==> config.mk <==
export PLATFORM = sky130hd
export DESIGN_NAME = instr_decode
export DESIGN_NICKNAME = d
export VERILOG_FILES = /design/src/rtl/instr_decode.sv
export SDC_FILE = /design/constraint.sdc
export NUM_CORES = 2
export LEC_CHECK = 0
export CORE_MARGIN = 4
export CORE_UTILIZATION = 30
export CTS_CLUSTER_DIAMETER = 30
export DETAILED_ROUTE_END_ITERATION = 7
export GPL_ROUTABILITY_DRIVEN = 0
export GPL_TIMING_DRIVEN = 0
export PLACE_DENSITY_LB_ADDON = 0.08
export SYNTH_ARGS = -nofsm -noshare
export SYNTH_HDL_FRONTEND = slang
export SYNTH_SLANG_ARGS = --single-unit
==> constraint.sdc <==
create_clock -name clk -period 5.4 [get_ports clk]
set_clock_uncertainty 0.2 [all_clocks]
set_input_delay 0.81 -clock clk [delete_from_list [all_inputs] [get_ports clk]]
set_output_delay 0.81 -clock clk [all_outputs]
set_load 0.005 [all_outputs]
==> src/rtl/instr_decode.sv <==
// RV32I decode stage with ID/EX pipeline register and 32x32 register file.
// Optional macro ID_ILLEGAL_DETECT_EN adds illegal_ex and stricter funct checks.
module instr_decode #(
    parameter logic [31:0] NOP_INSTR = 32'h0000_0013,
    parameter bit          WB_BYPASS = 1'b1
) (
    input  logic        clk,
    input  logic        rst_n,
    input  logic        instr_valid_if,
    input  logic [31:0] instr_if,
    input  logic [31:0] instr_addr_if,
    output logic        instr_ready_id,
    input  logic        flush,
    input  logic        reg_wen,
    input  logic [4:0]  reg_waddr,
    input  logic [31:0] reg_wdata,
    input  logic        ready_ex,
    output logic        valid_ex,
    output logic [31:0] instr_id_ex,
    output logic [31:0] instr_addr_ex,
    output logic [31:0] operand1_ex,
    output logic [31:0] operand2_ex,
`ifdef ID_ILLEGAL_DETECT_EN
    output logic        illegal_ex,
`endif
    output logic        reg_wen_ex
);

    typedef enum logic [6:0] {
        OPC_LUI   = 7'b0110111,
        OPC_AUIPC = 7'b0010111,
        OPC_OP_I  = 7'b0010011,
        OPC_OP_R  = 7'b0110011
    } opcode_e;

    logic [31:0] regs [32];
    logic        retire;
    logic        accept;
    logic        commit;
    logic [4:0]  rs1_addr;
    logic [4:0]  rs2_addr;
    logic [31:0] rs1_data;
    logic [31:0] rs2_data;
    logic [31:0] op1_id;
    logic [31:0] op2_id;
    logic        supported_id;
    logic        illegal_id;
    logic        reg_wen_id;

    assign retire         = valid_ex && ready_ex;
    assign instr_ready_id = (!valid_ex || ready_ex) && !flush;
    assign accept         = instr_valid_if && instr_ready_id;
    assign commit         = reg_wen && retire && (reg_waddr != 5'd0);

    assign rs1_addr = instr_if[19:15];
    assign rs2_addr = instr_if[24:20];

    // x0 is hard-wired, so it must never see the bypassed writeback value.
    always_comb begin
        rs1_data = regs[rs1_addr];
        rs2_data = regs[rs2_addr];
        if (WB_BYPASS && commit && (reg_waddr == rs1_addr)) rs1_data = reg_wdata;
        if (WB_BYPASS && commit && (reg_waddr == rs2_addr)) rs2_data = reg_wdata;
        if (rs1_addr == 5'd0) rs1_data = '0;
        if (rs2_addr == 5'd0) rs2_data = '0;
    end

    // NOTE: every output of a combinational block gets a default first, so no path infers a latch.
    always_comb begin
        op1_id       = '0;
        op2_id       = '0;
        supported_id = 1'b1;
        case (instr_if[6:0])
            OPC_LUI: begin
                op2_id = {instr_if[31:12], 12'b0};
            end
            OPC_AUIPC: begin
                op1_id = instr_addr_if;
                op2_id = {instr_if[31:12], 12'b0};
            end
            OPC_OP_I: begin
                op1_id = rs1_data;
                op2_id = {{20{instr_if[31]}}, instr_if[31:20]};
            end
            OPC_OP_R: begin
                op1_id = rs1_data;
                op2_id = rs2_data;
            end
            default: supported_id = 1'b0;
        endcase
    end

`ifdef ID_ILLEGAL_DETECT_EN
    logic [6:0] funct7;
    logic [2:0] funct3;
    assign funct7 = instr_if[31:25];
    assign funct3 = instr_if[14:12];

    always_comb begin
        illegal_id = !supported_id;
        if (instr_if[6:0] == OPC_OP_R) begin
            if (funct7 == 7'h20)
                illegal_id = (funct3 != 3'b000) && (funct3 != 3'b101);
            else
                illegal_id = (funct7 != 7'h00);
        end else if (instr_if[6:0] == OPC_OP_I) begin
            if (funct3 == 3'b001)
                illegal_id = (funct7 != 7'h00);
            else if (funct3 == 3'b101)
                illegal_id = (funct7 != 7'h00) && (funct7 != 7'h20);
        end
    end
`else
    assign illegal_id = 1'b0;
`endif

    assign reg_wen_id = supported_id && !illegal_id && (instr_if[11:7] != 5'd0);

    // NOTE: the register file is reset explicitly because cleared registers are architecturally visible.
    always_ff @(posedge clk or negedge rst_n) begin
        if (!rst_n) begin
            for (int i = 0; i < 32; i++) regs[i] <= '0;
        end else if (commit) begin
            regs[reg_waddr] <= reg_wdata;
        end
    end

    // NOTE: state updates use non-blocking assignments so every register samples pre-edge values.
    always_ff @(posedge clk or negedge rst_n) begin
        if (!rst_n) begin
            valid_ex      <= 1'b0;
            instr_id_ex   <= NOP_INSTR;
            instr_addr_ex <= '0;
            operand1_ex   <= '0;
            operand2_ex   <= '0;
            reg_wen_ex    <= 1'b0;
`ifdef ID_ILLEGAL_DETECT_EN
            illegal_ex    <= 1'b0;
`endif
        end else if (flush) begin
            valid_ex      <= 1'b0;
            instr_id_ex   <= NOP_INSTR;
            operand1_ex   <= '0;
            operand2_ex   <= '0;
            reg_wen_ex    <= 1'b0;
`ifdef ID_ILLEGAL_DETECT_EN
            illegal_ex    <= 1'b0;
`endif
        end else if (accept) begin
            valid_ex      <= 1'b1;
            instr_id_ex   <= instr_if;
            instr_addr_ex <= instr_addr_if;
            operand1_ex   <= op1_id;
            operand2_ex   <= op2_id;
            reg_wen_ex    <= reg_wen_id;
`ifdef ID_ILLEGAL_DETECT_EN
            illegal_ex    <= illegal_id;
`endif
        end else if (retire) begin
            valid_ex      <= 1'b0;
        end
    end

endmodule

==> results.tsv <==
stage	metric	value	unit
detailed_routing	drt pass-1 iters	5	
worst_setup_path	reg2reg end	regs[178]	
cells_and_area	layout overhead on the synthesized area	30.1	%
pwr	Leak	0.0363	uW
worst_setup_path	CP required	5990	ps
synth	Syn Nets	4746	
synth	adder-cell share of the synthesized area	0	
sta	RSZ-0062 raised after global routing	false	
pwr	Int Pwr	25300	uW
synth	asr flop ratio synth	1.00	
synth	Cells after Synth	4639	
worst_hold_path	worst hold endpoint	instr_id_ex[19]	
sta	Final min period	5280	ps
die	Die X	458	um
place	Placed Cells	7545	
synth	Avg Synthesized Cell Area	13.1	um^2
cells_and_area	final non-filler cell total	8188	
synth	Simple-Gate Fraction of Synth Area	0.0463	
pwr	clock group share of total power	0.627	
pwr	Power per Cell Area	427	mW/mm^2
synth	ys flop type	dfrtp_1	
sta	Worst Tran Pin Value	1620	ps
synth	library cells used by synthesis	67	
synth	Yosys reg bits	1154	
synth	main combinational cell family by area after synthesis	multiplexers	
sta	Final setup viols	0	
worst_setup_path	critical path capture point type	register	
outcome	status	complete, but fails checks	
job	number of max-cap violations	10	
synth	post-synthesis compound-gate area fraction	0.0729	
detailed_routing	Vias	48100	
clocking	CTS tree	yes	
worst_hold_path	Worst Hold Path Cells	3	
outcome	violated checks	capacitance limit, slew limit	
clocking	H-tree levels	5	
die	die height	458	um
die	I/O pin count	238	
global_routing	All-Layer GR Usage	0.313	
synth	Post-synth EDFFs	0	
pwr	Pwr Total	33700	uW
worst_setup_path	Reg2Reg Launch Point	valid_ex	
sta	Final Cycle Share	0.977	
synth	mapped cell area	0.0608	mm^2
pwr	NetSw	8430	uW
die	FP Rows	164	
clocking	CTS Buffer Depth	4	
cells_and_area	share of cells above drive strength 1	0.387	
detailed_routing	Final ANT Viol Nets	0	
sta	Slew headroom	-0.0770	
synth	yosys warns	0	
worst_setup_path	CP Data Arrival Time	5870	ps
detailed_routing	Avg WL per Cell	41.1	um
synth	post-synthesis mux area share	0.367	
worst_hold_path	Hold Path Class	input port to register	
pwr	peak supply drop	0.000351	V
clocking	clk_lat worst skew	970	ps
worst_hold_path	HP Start	instr_if[19]	
detailed_routing	vias per cell	5.88	
sta	Slew Limit Fails	98	
pwr	Gate power share	0.092	
global_routing	overflow left after global routing	0	
global_routing	vias in the first global route	48000	
sta	final hold violations	0	
worst_setup_path	crit path launch type	input port	
die	Starting Density	0.303	
detailed_routing	DRT Wirelength	336000	um
place	IO buf count	231	
die	core area	0.200	mm^2
detailed_routing	Remaining DRCs	0	
clocking	Clk Tree Root Cell	clkbuf_16	
cells_and_area	Final #Nets	5357	
worst_setup_path	flop2flop setup slack	1280	ps
synth	sequential share of the synthesized area	0.475	
global_routing	largest net degree at the start of global routing	166	
sta	setup TNS	0	ps
pwr	sequential share of power	0.281	
clocking	CTS Buf Count	356	
global_routing	first-pass GRT wire length	445000	um
clocking	clk sink count	1154	
sta	Peak Freq	190	MHz
pwr	switching share of total power	0.250	
global_routing	initial antenna violation count	30	
place	HPWL Detailed	240000	um
clocking	setup bufs post-CTS	0	
worst_setup_path	Setup CP Type	input port to register	
synth	post-synthesis xor/xnor area fraction	0.00144	
detailed_routing	Initial DRC Count	5866	
die	full die area	0.210	mm^2
worst_setup_path	Worst Reg-to-Reg Cells	6	
clocking	Reg clk slew, reported paths	50	ps
worst_setup_path	CP Max Fanout	10	
## cell families (layout without fill, tap and decap cells)
| kind of cell | after synthesis | count (layout) |
|---|---|---|
| muxes | 1769 | 1769 |
| DFF | 1154 | 1154 |
| AOI/OAI and AO/OA | 606 | 606 |
| and+or+nand+nor | 594 | 594 |
| buffers and inverters | 506 | 1386 |
| xor gates and xnor gates | 10 | 10 |
| other | 0 | 13 |
## power by group through the flow
stage,Sequential (uW),Combinational [uW],Clock [uW]
final,9480,3110,21100
after global routing,9530,3190,21800
after CTS,9470,3030,21300
after detailed placement,9580,3020,0
after global placement,9630,2970,0
after floorplan,9480,1430,0
## registers in the layout (all words and copies together), names as in the netlist
signal and count:
instr_id_ex 32, reg_wen_ex 1, operand1_ex 32, valid_ex 1, instr_addr_ex 32, operand2_ex 32
regs 1024
## per-layer routing
metal  share of wire  track usage  vias up
li1                -            -    18900
met1            0.42        0.417    25800
met2            0.43        0.455     2751
met3            0.10        0.110      659
met4           0.048        0.144       10
met5         0.00021            0        -
## metrics by stage
step	hold WS (ps)	cell area [um^2]	setup slack, ps	util
2_1_floorplan	245	60800	2550	-
3_3_place_gp	259	66400	-54410	0.331
3_5_place_dp	265	66900	-543	0.334
4_1_cts	101	79000	444	0.394
5_1_grt	144	79000	223	0.394
6_report	134	79100	125	0.394
## worst max path at each step
stage / start / to / depth (start not counted)
2_1_floorplan: instr_if[15] / operand1_ex[18] / 7
3_3_place_gp: rst_n / regs[18] / 1
3_5_place_dp: instr_if[16] / operand1_ex[3] / 10
4_1_cts: instr_if[16] / operand1_ex[3] / 10
5_1_grt: instr_if[16] / operand1_ex[3] / 10
6_report: instr_if[20] / operand2_ex[13] / 10
## cell usage after synthesis, drive strengths merged, types with 53 or more instances
cell type,number,area share
a221oi,53,0.0085
nand3,121,0.010
a22oi,234,0.029
buf,230,0.020
mux4,261,0.097
clkbuf,273,0.017
dfrtp,1151,0.47
mux2i,473,0.078
mux2,1035,0.19
nor2,83,0.0056
a21oi,75,0.0062
o21ai,76,0.0063
nand2,269,0.017
## placed cells by master (no fill, tap or decap), drive strengths merged, types with 13 or more instances in the layout
cell type      count
a22oi            234
a21oi             75
o22ai             34
nand4             34
nand3            121
clkdlybuf4s50    230
diode             13
a221o             34
buf              248
and3              16
o211ai            18
dfrtp           1151
bufinv            42
a221oi            53
mux4             261
o21ai             76
clkinv            73
nand2            269
clkinvlp          20
clkbuf           762
mux2i            473
mux2            1035
nor2b             29
nor2              83
a211oi            28
## critical path: stages
cell and delay (ps):
clkdlybuf4s50_1 810, buf_4 390, buf_2 500, buf_2 770, mux2i_1 930, o22ai_1 170
a211oi_1 560, nand4_1 150, a21oi_1 550, o21ai_0 170
## cell type report
type	instances	area, um^2
fill	19100	121000
buffer	503	2310
multi-input combinational	2979	29600
clock buffer	487	10300
inverter	3	11.3
clock inverter	140	1850
tap	2656	3320
sequential	1154	28900
timing repair buffer	253	2750
antenna	13	32.5
## repair_timing
action                                 4_1_cts  5_1_grt
endpoints found under the hold margin      124        0
hold buffers                                 1        0
resized for setup                            0        0
(Power assumes the default switching activity.)
